`config.mk`:
```
export PLATFORM = sky130hd
export DESIGN_NAME = int_mul_add
export DESIGN_NICKNAME = d
export VERILOG_FILES = /design/src/rtl/int_mul_add.sv
export SDC_FILE = /design/constraint.sdc
export NUM_CORES = 1
export LEC_CHECK = 0
export ABC_AREA = 1
export BUFFER_PORTS_ARGS = -buffer_cell sky130_fd_sc_hd__clkbuf_2
export CORE_MARGIN = 3
export CORE_UTILIZATION = 40
export DETAILED_ROUTE_END_ITERATION = 16
export MAX_ROUTING_LAYER = met4
export PLACE_DENSITY_LB_ADDON = 0.3
export SKIP_LAST_GASP = 1
export SYNTH_ARGS = -nofsm -noshare
export SYNTH_HDL_FRONTEND = slang
export SYNTH_SLANG_ARGS = --single-unit
```
`constraint.sdc`:
```
create_clock -name clk_i -period 1.75 [get_ports clk_i]
set_input_delay 0.175 -clock clk_i [delete_from_list [all_inputs] [get_ports clk_i]]
set_output_delay 0.175 -clock clk_i [all_outputs]
set_load 0.02 [all_outputs]
```
`src/rtl/int_mul_add.sv`:
```
// int_mul_add: sequential shift-add multiply-accumulate, product = A*B + C.
// It is the inverse of the integer divider: feeding it the divider's quotient,
// divisor and remainder rebuilds the dividend. It uses the same start/ready
// handshake as the divider, and a run always takes exactly WIDTH cycles.
//
// Ports:
//   clk_i            rising-edge clock
//   rst_i            synchronous reset, active-high, has priority over start_i
//   start_i          request, accepted only on an edge where ready_o=1
//   multiplicand_i   operand A (divider quotient when checking)
//   multiplier_i     operand B (divider divisor when checking)
//   addend_i         operand C (divider remainder when checking)
//   product_o        registered result A*B+C (2*WIDTH bits)
//   fits_o           1 when the upper WIDTH bits of product_o are zero
//   ready_o          1 = idle and product_o/fits_o valid, 0 = busy
//
// state | meaning
// IDLE  | waiting for start_i, result registers hold the last result
// BUSY  | one shift-add iteration per cycle, WIDTH iterations in total
module int_mul_add #(
  parameter int WIDTH = 4
) (
  input  logic                 clk_i,
  input  logic                 rst_i,
  input  logic                 start_i,
  input  logic [WIDTH-1:0]     multiplicand_i,
  input  logic [WIDTH-1:0]     multiplier_i,
  input  logic [WIDTH-1:0]     addend_i,
  output logic [2*WIDTH-1:0]   product_o,
  output logic                 fits_o,
  output logic                 ready_o
);

  localparam int CW = (WIDTH > 2) ? $clog2(WIDTH) : 1;
  localparam logic [CW-1:0] CNT_LAST = CW'(WIDTH - 1);

  typedef enum logic {IDLE, BUSY} state_t;

  state_t              state_q;
  logic [2*WIDTH-1:0]  acc_q;
  logic [2*WIDTH-1:0]  mcand_q;
  logic [WIDTH-1:0]    mplier_q;
  logic [CW-1:0]       cnt_q;
  logic [2*WIDTH-1:0]  product_q;
  logic                fits_q;
  logic                ready_q;

  // Accumulator value after the current iteration; the final iteration's add
  // must be included in the result, so completion uses this, not acc_q.
  logic [2*WIDTH-1:0]  acc_d;

  always_comb begin
    acc_d = acc_q;
    if (mplier_q[0]) begin
      acc_d = acc_q + mcand_q;
    end
  end

  always_ff @(posedge clk_i) begin
    if (rst_i) begin
      state_q   <= IDLE;
      acc_q     <= '0;
      mcand_q   <= '0;
      mplier_q  <= '0;
      cnt_q     <= '0;
      product_q <= '0;
      fits_q    <= 1'b1;
      ready_q   <= 1'b1;
    end else begin
      case (state_q)
        IDLE: begin
          if (start_i) begin
            mcand_q  <= {{WIDTH{1'b0}}, multiplicand_i};
            mplier_q <= multiplier_i;
            acc_q    <= {{WIDTH{1'b0}}, addend_i};
            cnt_q    <= '0;
            ready_q  <= 1'b0;
            state_q  <= BUSY;
          end
        end
        BUSY: begin
          acc_q    <= acc_d;
          mcand_q  <= mcand_q << 1;
          mplier_q <= mplier_q >> 1;
          cnt_q    <= cnt_q + CW'(1);
          // No early exit on mplier_q==0: latency is fixed at WIDTH cycles.
          if (cnt_q == CNT_LAST) begin
            product_q <= acc_d;
            fits_q    <= (acc_d[2*WIDTH-1:WIDTH] == '0);
            ready_q   <= 1'b1;
            state_q   <= IDLE;
          end
        end
        default: begin
          state_q <= IDLE;
          ready_q <= 1'b1;
        end
      endcase
    end
  end

  assign product_o = product_q;
  assign fits_o    = fits_q;
  assign ready_o   = ready_q;

endmodule

```
==> reports/summary.log, run 1 <==
INFO  detailed_routing detail_route.first_pass.iterations=4
INFO  sta            min_period_over_period=0.9838
INFO  detailed_routing route.detailed.drc=0
INFO  layout         antenna_cells_inserted=0
INFO  critical_path  ff2ff_path_depth=8
INFO  layout         multiInputGateArea=0.001012mm^2
INFO  layout         areaGrowthSynthToFinish=19.20%
INFO  layout         final_layout_size_suffix_gt1_frac=0.2821
INFO  logic_synthesis async_flop_share=0
INFO  power_and_ir_drop combPwrFrac=0.131
INFO  floorplan      core_area=0.004144mm^2
INFO  clock_network  cts.reportedPaths.clkPinSlew=60ps
INFO  layout         filler_cell_count=428
INFO  sta            slew_viol_final=0
INFO  logic_synthesis yosys_warnings=0
INFO  floorplan      floorplan.io_pins=25
INFO  critical_path  crit_chain=ha_4 > inv_2 > fa_2 > xor2_1 > nand2_1 > o21ai_1 > or2_2 > a31oi_1
INFO  floorplan      die_footprint=0.005285mm^2
INFO  detailed_routing postRouteWirelength=3754um
INFO  min_path       timing.hold.worst.class=in2reg
INFO  critical_path  arrival=1930ps
INFO  global_route   grt_first_pass_wirelength=6575um
INFO  sta            slew_headroom=0.5910
INFO  critical_path  end_kind=flip-flop
INFO  placement      placed_area=0.001969mm^2
INFO  sta            whs=118.7ps
INFO  logic_synthesis ys_ff_latch=33
INFO  detailed_routing antenna_violating_nets_post_route=0
INFO  floorplan      initial_utilization=0.4293
INFO  layout         postLayoutCellArea=0.002121mm^2
INFO  clock_network  tritoncts=done
INFO  detailed_routing via_per_inst=4.748
INFO  critical_path  critical_path_required=1960ps
INFO  logic_synthesis synth_simple_gate_area_frac=0.3368
INFO  logic_synthesis top_reg_cell_synth=dfxtp_1
INFO  clock_network  cts_inserted_buffers=5
INFO  clock_network  clockBufferDepth=2
INFO  status         run_status=finished, final reports clean
INFO  floorplan      die-height=72.70um
INFO  sta            period_minus_slack=1722ps
INFO  placement      post_dp_hpwl=2826um
INFO  placement      portBuffers=24
INFO  sta            grt_setup_unrepaired=true
INFO  global_route   first_global_vias=1453
INFO  critical_path  critical-path-slowest-cell=fa_2
INFO  power_and_ir_drop p_leak=0.001030uW
INFO  logic_synthesis synth_cell_types=31
INFO  detailed_routing wl_per_cell=11.38um
INFO  clock_network  tritoncts_sinks=33
INFO  power_and_ir_drop power.clock.fraction=0.361
INFO  logic_synthesis synth.net_count=272
INFO  logic_synthesis synth-compound-area-share=0.1132
INFO  global_route   grt_overflow_total=0
INFO  sta            setup-violations-final=0
INFO  critical_path  timing.critical_path.from_type=flip-flop
INFO  clock_network  hold_buffers=0
INFO  detailed_routing drt_first_iter_violations=58
INFO  logic_synthesis muxShareOfSynthArea=0.005626
INFO  power_and_ir_drop power.net_switching=403.8uW
INFO  global_route   globalRouteTotalUtil=0.1636
INFO  critical_path  maximum_net_fanout_on_the_critical_path=2
INFO  detailed_routing routed-via-count=1567
INFO  critical_path  worst-setup-path-type=reg2reg
INFO  layout         register_area=663.1um^2
INFO  logic_synthesis post_synth_instance_area=0.001779mm^2
INFO  logic_synthesis synthesized_area_per_cell=7.174um^2
INFO  critical_path  ff2ff_setup_slack=30ps
INFO  placement      placed_cells_incl_taps=322
INFO  min_path       holdPathStages=3
INFO  power_and_ir_drop p_int=1177uW
INFO  layout         num-nets-final=304
INFO  sta            fmax=0.5808GHz
INFO  logic_synthesis ys_seq_area_frac=0.3713
INFO  floorplan      die_w=72.70um
INFO  power_and_ir_drop switching_share=0.2554
INFO  logic_synthesis combinational_family_with_the_most_area_after_synthesis=simple AND/OR/NAND/NOR gates
INFO  global_route   antenna_violations_before_repair=0
INFO  layout         finish.cell_count_without_fillers=330
INFO  floorplan      total_number_of_placement_rows=23
INFO  sta            worstMarginPinSlew=612.7ps
INFO  power_and_ir_drop powerDensity=745.4mW/mm^2
INFO  sta            clock-skew-final=5.017ps
INFO  flow_run       max-cap-violations=0
INFO  power_and_ir_drop worst_ir_drop_vdd=0.4320mV
INFO  placement      place.gp.congestion=0.8099
INFO  critical_path  critPathMaxStageDelay=400ps
INFO  sta            count_of_final_hold_check_violations=0
INFO  logic_synthesis yosys.area_share.xor_xnor=0.01477
INFO  clock_network  clk_root_buffer_cell=clkbuf_8
INFO  power_and_ir_drop seq_power_share=0.508
INFO  clock_network  clock_insertion_delay_worst_skew=280ps
INFO  logic_synthesis synth_enable_flop_cells=0
INFO  logic_synthesis postSynthCellCount=248
INFO  global_route   grt_max_degree=16
INFO  clock_network  ctsHtreeMaxLevel=2
INFO  logic_synthesis area_share_of_fa_ha_maj_cells_after_synthesis=0.06751
-- layout make-up --
cell class,count,area share
clock buffer,7,0.04071
inverter,29,0.05133
multi-input combinational,178,0.4773
sequential,33,0.3127
tap,50,0.02950
timing repair buffer,33,0.08850
-- registers in the layout (all words and copies together) (netlist names) --
register,count
ready_o,1
cnt_q,2
state_q,1
acc_q,8
mcand_q,8
product_o,8
fits_o,1
mplier_q,4
-- timing repair --
item | 4_1_cts | 5_1_grt
setup buffers | 0 | 1
pin swaps | 0 | 7
resized for setup | 1 | 17
setup endpoints to repair | 2 | 6
-- metrics by stage --
| step | setup WS, ps | util | setup TNS [ps] | total power, uW |
|---|---|---|---|---|
| final | 28.38 | 0.5118 | 0 | 1581 |
| after global routing | -81.99 | 0.5118 | -355.4 | 1665 |
| after CTS | 21.43 | 0.4967 | 0 | 1590 |
| after detailed placement | -6.158 | 0.4752 | -6.158 | 1012 |
| after global placement | 28.16 | 0.4752 | 0 | 1011 |
| after floorplan | 108.0 | - | 0 | 952.1 |
-- power groups by stage --
stage	clock, uW	combinational [uW]	sequential, uW
floorplan	0	141	811
global placement	0	194	816
detailed placement	0	195	817
CTS	594	196	800
global route	621	237	807
finish	571	208	803
-- Yosys cell counts, types with 5 or more instances --
cell | count | area share
nor2_1 | 6 | 0.013
a22oi_1 | 5 | 0.021
nand3_1 | 14 | 0.039
inv_1 | 29 | 0.061
a21oi_1 | 13 | 0.037
nand3_2 | 5 | 0.028
ha_1 | 8 | 0.056
nand2_2 | 6 | 0.021
nand2_1 | 88 | 0.19
o21ai_0 | 5 | 0.014
dfxtp_1 | 33 | 0.37
-- routing by layer --
metal,track usage,up-vias,wire length [um]
met5,-,-,0
met4,0.03689,0,41
met3,0.04959,6,117
met2,0.2485,22,1745
met1,0.2147,687,1850
li1,-,852,-
-- path summary, 6_finish.rpt --
path / from / endpoint
setup / recovery: mcand_q[0]$_SDFFE_PP0P_ / acc_q[2]$_SDFFE_PP0P_
hold / removal: multiplier_i[3] / mplier_q[3]$_SDFFE_PP0P_
setup reg to reg: mcand_q[0]$_SDFFE_PP0P_ / acc_q[2]$_SDFFE_PP0P_
hold reg to reg: product_o[5]$_SDFFE_PP0P_ / product_o[5]$_SDFFE_PP0P_
-- layout by cell type (no fill, tap or decap), drive strengths merged --
| master | Yosys | final |
|---|---|---|
| nand3 | 19 | 19 |
| inv | 29 | 29 |
| o211ai | 1 | 1 |
| buf | 6 | 9 |
| or2 | 6 | 6 |
| nand3b | 1 | 1 |
| nand2 | 95 | 95 |
| fa | 1 | 1 |
| a221oi | 1 | 1 |
| clkbuf | 2 | 31 |
| a31oi | 2 | 2 |
| o21ai | 7 | 7 |
| a22oi | 5 | 5 |
| mux2i | 1 | 1 |
| nor3 | 1 | 1 |
| nor2 | 10 | 10 |
| dfxtp | 33 | 33 |
| xor2 | 2 | 2 |
| a21oi | 17 | 17 |
| ha | 8 | 8 |
| xnor2 | 1 | 1 |
-- worst max-delay path, delay by kind of cell (launching register included) --
family                     cells  cell delay (ps)
xor gates and xnor gates       1              150
DFF                            1              350
AOI/OAI and AO/OA              2              210
and+or+nand+nor                2              360
buffers and inverters          1               40
adders and majority gates      2              540
-- logic make-up after synthesis --
kind of cell,count (synthesis)
XOR/XNOR,3
buffers and inverters,37
adder cells (fa/ha/maj),9
flip-flops,33
AND/OR/NAND/NOR,132
multiplexers,1
AO/OA/AOI/OAI,33
No activity file was read; power rests on OpenSTA's default activity.
==> run 2: changes to the inputs <==
--- a/config.mk
+++ b/config.mk
@@ -7,6 +7,7 @@
 export LEC_CHECK = 0
 export ABC_AREA = 1
 export BUFFER_PORTS_ARGS = -buffer_cell sky130_fd_sc_hd__clkbuf_2
+export CORE_ASPECT_RATIO = 0.75
 export CORE_MARGIN = 3
 export CORE_UTILIZATION = 40
 export DETAILED_ROUTE_END_ITERATION = 16
==> reports/summary.log, run 2 (synthesized netlist as in run 1, its figures left out) <==
INFO  flow_run       max-cap-violations=0 [unchanged]
INFO  floorplan      die-height=63.76um [-12%]
INFO  layout         filler_cell_count=420 [-1.9%]
INFO  min_path       timing.hold.worst.class=in2reg
INFO  layout         register_area=663.1um^2 [unchanged]
INFO  detailed_routing postRouteWirelength=3988um [+6.2%]
INFO  min_path       timing.hold.worst_endpoint=mcand_q[0]$_SDFFE_PP0P_
INFO  min_path       holdPathStages=3 [unchanged]
INFO  status         run_status=finished, final reports clean
INFO  sta            slew_headroom=0.5476 [-0.04344]
INFO  floorplan      floorplan.io_pins=25 [unchanged]
INFO  clock_network  cts_inserted_buffers=5 [unchanged]
INFO  sta            count_of_final_hold_check_violations=0 [unchanged]
INFO  clock_network  clk_root_buffer_cell=clkbuf_8
INFO  layout         multiInputGateArea=0.001022mm^2 [+0.99%]
INFO  power_and_ir_drop p_leak=0.001052uW [+2.1%]
INFO  placement      dp_slack=-48.41ps [-42.25 ps]
INFO  sta            fin_tns_setup=0ps [unchanged]
INFO  critical_path  critical-path-slowest-cell=fa_2
INFO  sta            worstMarginPinSlew=677.7ps [+65.07 ps]
INFO  critical_path  worst_r2r_endpoint=acc_q[2]$_SDFFE_PP0P_
INFO  clock_network  clockBufferDepth=2 [unchanged]
INFO  sta            fmax=0.5965GHz [+2.7%]
INFO  critical_path  ff2ff_setup_slack=70ps [+50 ps]
INFO  sta            min_period_over_period=0.9579 [-0.02586]
INFO  detailed_routing detail_route.first_pass.iterations=4 [unchanged]
INFO  detailed_routing antenna_violating_nets_post_route=0 [unchanged]
INFO  power_and_ir_drop worst_ir_drop_vdd=0.3695mV [-14%]
INFO  clock_network  cts.reportedPaths.clkPinSlew=70ps [about the same]
INFO  critical_path  critPathMaxStageDelay=370ps [-30 ps]
INFO  global_route   first_global_vias=1479 [+1.8%]
INFO  global_route   antenna_violations_before_repair=0 [unchanged]
INFO  sta            slew_viol_final=0 [unchanged]
INFO  floorplan      total_number_of_placement_rows=20 [-13%]
INFO  sta            clock-skew-final=5.336ps [+0.3194 ps]
INFO  clock_network  tritoncts_sinks=33 [unchanged]
INFO  critical_path  ff2ff_path_depth=8 [unchanged]
INFO  placement      portBuffers=24 [unchanged]
INFO  global_route   grt_first_pass_wirelength=6741um [+2.5%]
INFO  layout         areaGrowthSynthToFinish=21.80%
INFO  critical_path  crit_chain=ha_4 > inv_2 > fa_2 > xor2_1 > nand2_1 > o21ai_2 > or2_4 > a31oi_4
INFO  placement      post_dp_hpwl=2967um [+5.0%]
INFO  critical_path  maximum_net_fanout_on_the_critical_path=2 [unchanged]
INFO  global_route   grt_max_degree=17 [+1]
INFO  detailed_routing via_per_inst=4.754 [+0.13%]
INFO  critical_path  critical_path_buf_inv_count=1 [unchanged]
INFO  critical_path  worst-setup-path-type=reg2reg
INFO  layout         final_layout_size_suffix_gt1_frac=0.2933 [+0.01114]
INFO  clock_network  clock_insertion_delay_worst_skew=280ps [about the same]
INFO  layout         antenna_cells_inserted=0 [unchanged]
INFO  detailed_routing route.detailed.drc=0 [unchanged]
INFO  floorplan      die_w=83.01um [+14%]
INFO  min_path       timing.hold.worst.start=multiplicand_i[0]
INFO  sta            grt_setup_unrepaired=true
INFO  floorplan      core_area=0.004154mm^2 [+0.24%]
INFO  critical_path  critical_path_required=1970ps [about the same]
INFO  clock_network  tritoncts=done
INFO  detailed_routing routed-via-count=1607 [+2.6%]
INFO  placement      place.gp.congestion=0.9484 [+17%]
INFO  critical_path  end_kind=flip-flop
INFO  clock_network  ctsHtreeMaxLevel=2 [unchanged]
INFO  power_and_ir_drop powerDensity=759.4mW/mm^2 [+1.9%]
INFO  global_route   globalRouteTotalUtil=0.1615 [-0.002142]
INFO  sta            final.setup.worst_slack=73.64ps [+45.26 ps]
INFO  detailed_routing wl_per_cell=11.80um [+3.7%]
INFO  sta            period_minus_slack=1676ps [-45.26 ps]
INFO  placement      placed_cells_incl_taps=329 [+2.2%]
INFO  layout         highest_count_cells_in_the_layout_ignoring_fill_and_taps=nand2_1 (83), dfxtp_1 (31), inv_1 (27)
INFO  critical_path  arrival=1890ps [-40 ps]
INFO  critical_path  crit_family=adder cells
INFO  layout         num-nets-final=306 [+0.66%]
INFO  sta            setup-violations-final=0 [unchanged]
INFO  global_route   grt_overflow_total=0 [unchanged]
INFO  critical_path  rr_startpoint=mcand_q[0]$_SDFFE_PP0P_
INFO  layout         finish.cell_count_without_fillers=338 [+2.4%]
INFO  floorplan      initial_utilization=0.4283 [-0.001035]
INFO  layout         mostFrequentLayoutCell=nand2_1
INFO  critical_path  timing.critical_path.from_type=flip-flop
INFO  clock_network  hold_buffers=0 [unchanged]
INFO  floorplan      die_footprint=0.005293mm^2 [+0.15%]
INFO  detailed_routing drt_first_iter_violations=95 [+64%]
-- run 2: through the flow --
| stage | power [uW] | hold slack (ps) | cell area [um^2] | utilization |
|---|---|---|---|---|
| 5_1_grt | 1724 | 120.2 | 2167 | 0.5217 |
| 4_1_cts | 1646 | 105.1 | 2100 | 0.5054 |
| 3_3_place_gp | 1020 | 408.1 | 1991 | 0.4792 |
| 2_1_floorplan | 952.1 | 319.6 | 1779 | - |
| 6_report | 1646 | 108.0 | 2167 | 0.5217 |
| 3_5_place_dp | 1019 | 416.2 | 1991 | 0.4792 |
-- run 2: layout make-up --
cell class / count / share of cell area
clock inverter: 1 / 0.002309
multi-input combinational: 178 / 0.4717
sequential: 33 / 0.3060
timing repair buffer: 35 / 0.09353
tap: 55 / 0.03176
clock buffer: 7 / 0.04446
inverter: 29 / 0.05023
-- run 2: how the worst max path moves through the flow --
stage                                  to  cells after the start  slack [ps]                     from
detailed placement    fits_o$_SDFFE_PP1P_                     13         -50    acc_q[0]$_SDFFE_PP0P_
floorplan             fits_o$_SDFFE_PP1P_                     13         110    acc_q[0]$_SDFFE_PP0P_
global placement    acc_q[2]$_SDFFE_PP0P_                      8         -30    acc_q[0]$_SDFFE_PP0P_
CTS                   fits_o$_SDFFE_PP1P_                     13           4    acc_q[0]$_SDFFE_PP0P_
global route          fits_o$_SDFFE_PP1P_                     14         -50  mcand_q[0]$_SDFFE_PP0P_
finish              acc_q[2]$_SDFFE_PP0P_                      8          70  mcand_q[0]$_SDFFE_PP0P_
-- run 2: worst register-to-register path: stages, from the launching register on --
cell and delay, ps:
dfxtp_2 350, ha_4 140, inv_2 40, fa_2 370, xor2_1 150, nand2_1 80
o21ai_2 80, or2_4 260, a31oi_4 150
-- run 2: timing repair --
action | in CTS | in global routing
setup buffers | 0 | 1
pin swaps | 1 | 9
setup endpoints to repair | 3 | 6
gates resized for setup | 5 | 15
-- run 2: report_power, final --
group,internal (uW),total [uW],switching [uW]
combinational,91.5,215,123
clock,355,627,272
sequential,777,804,26.9
-- run 2: routing by layer --
metal  vias to the layer above  GRT usage  wire length, um
li1                        858          -                -
met1                       691     0.2286             2051
met2                        50     0.2210             1572
met3                         8    0.04510              307
met4                         0    0.05102               57
met5                         -          -                0
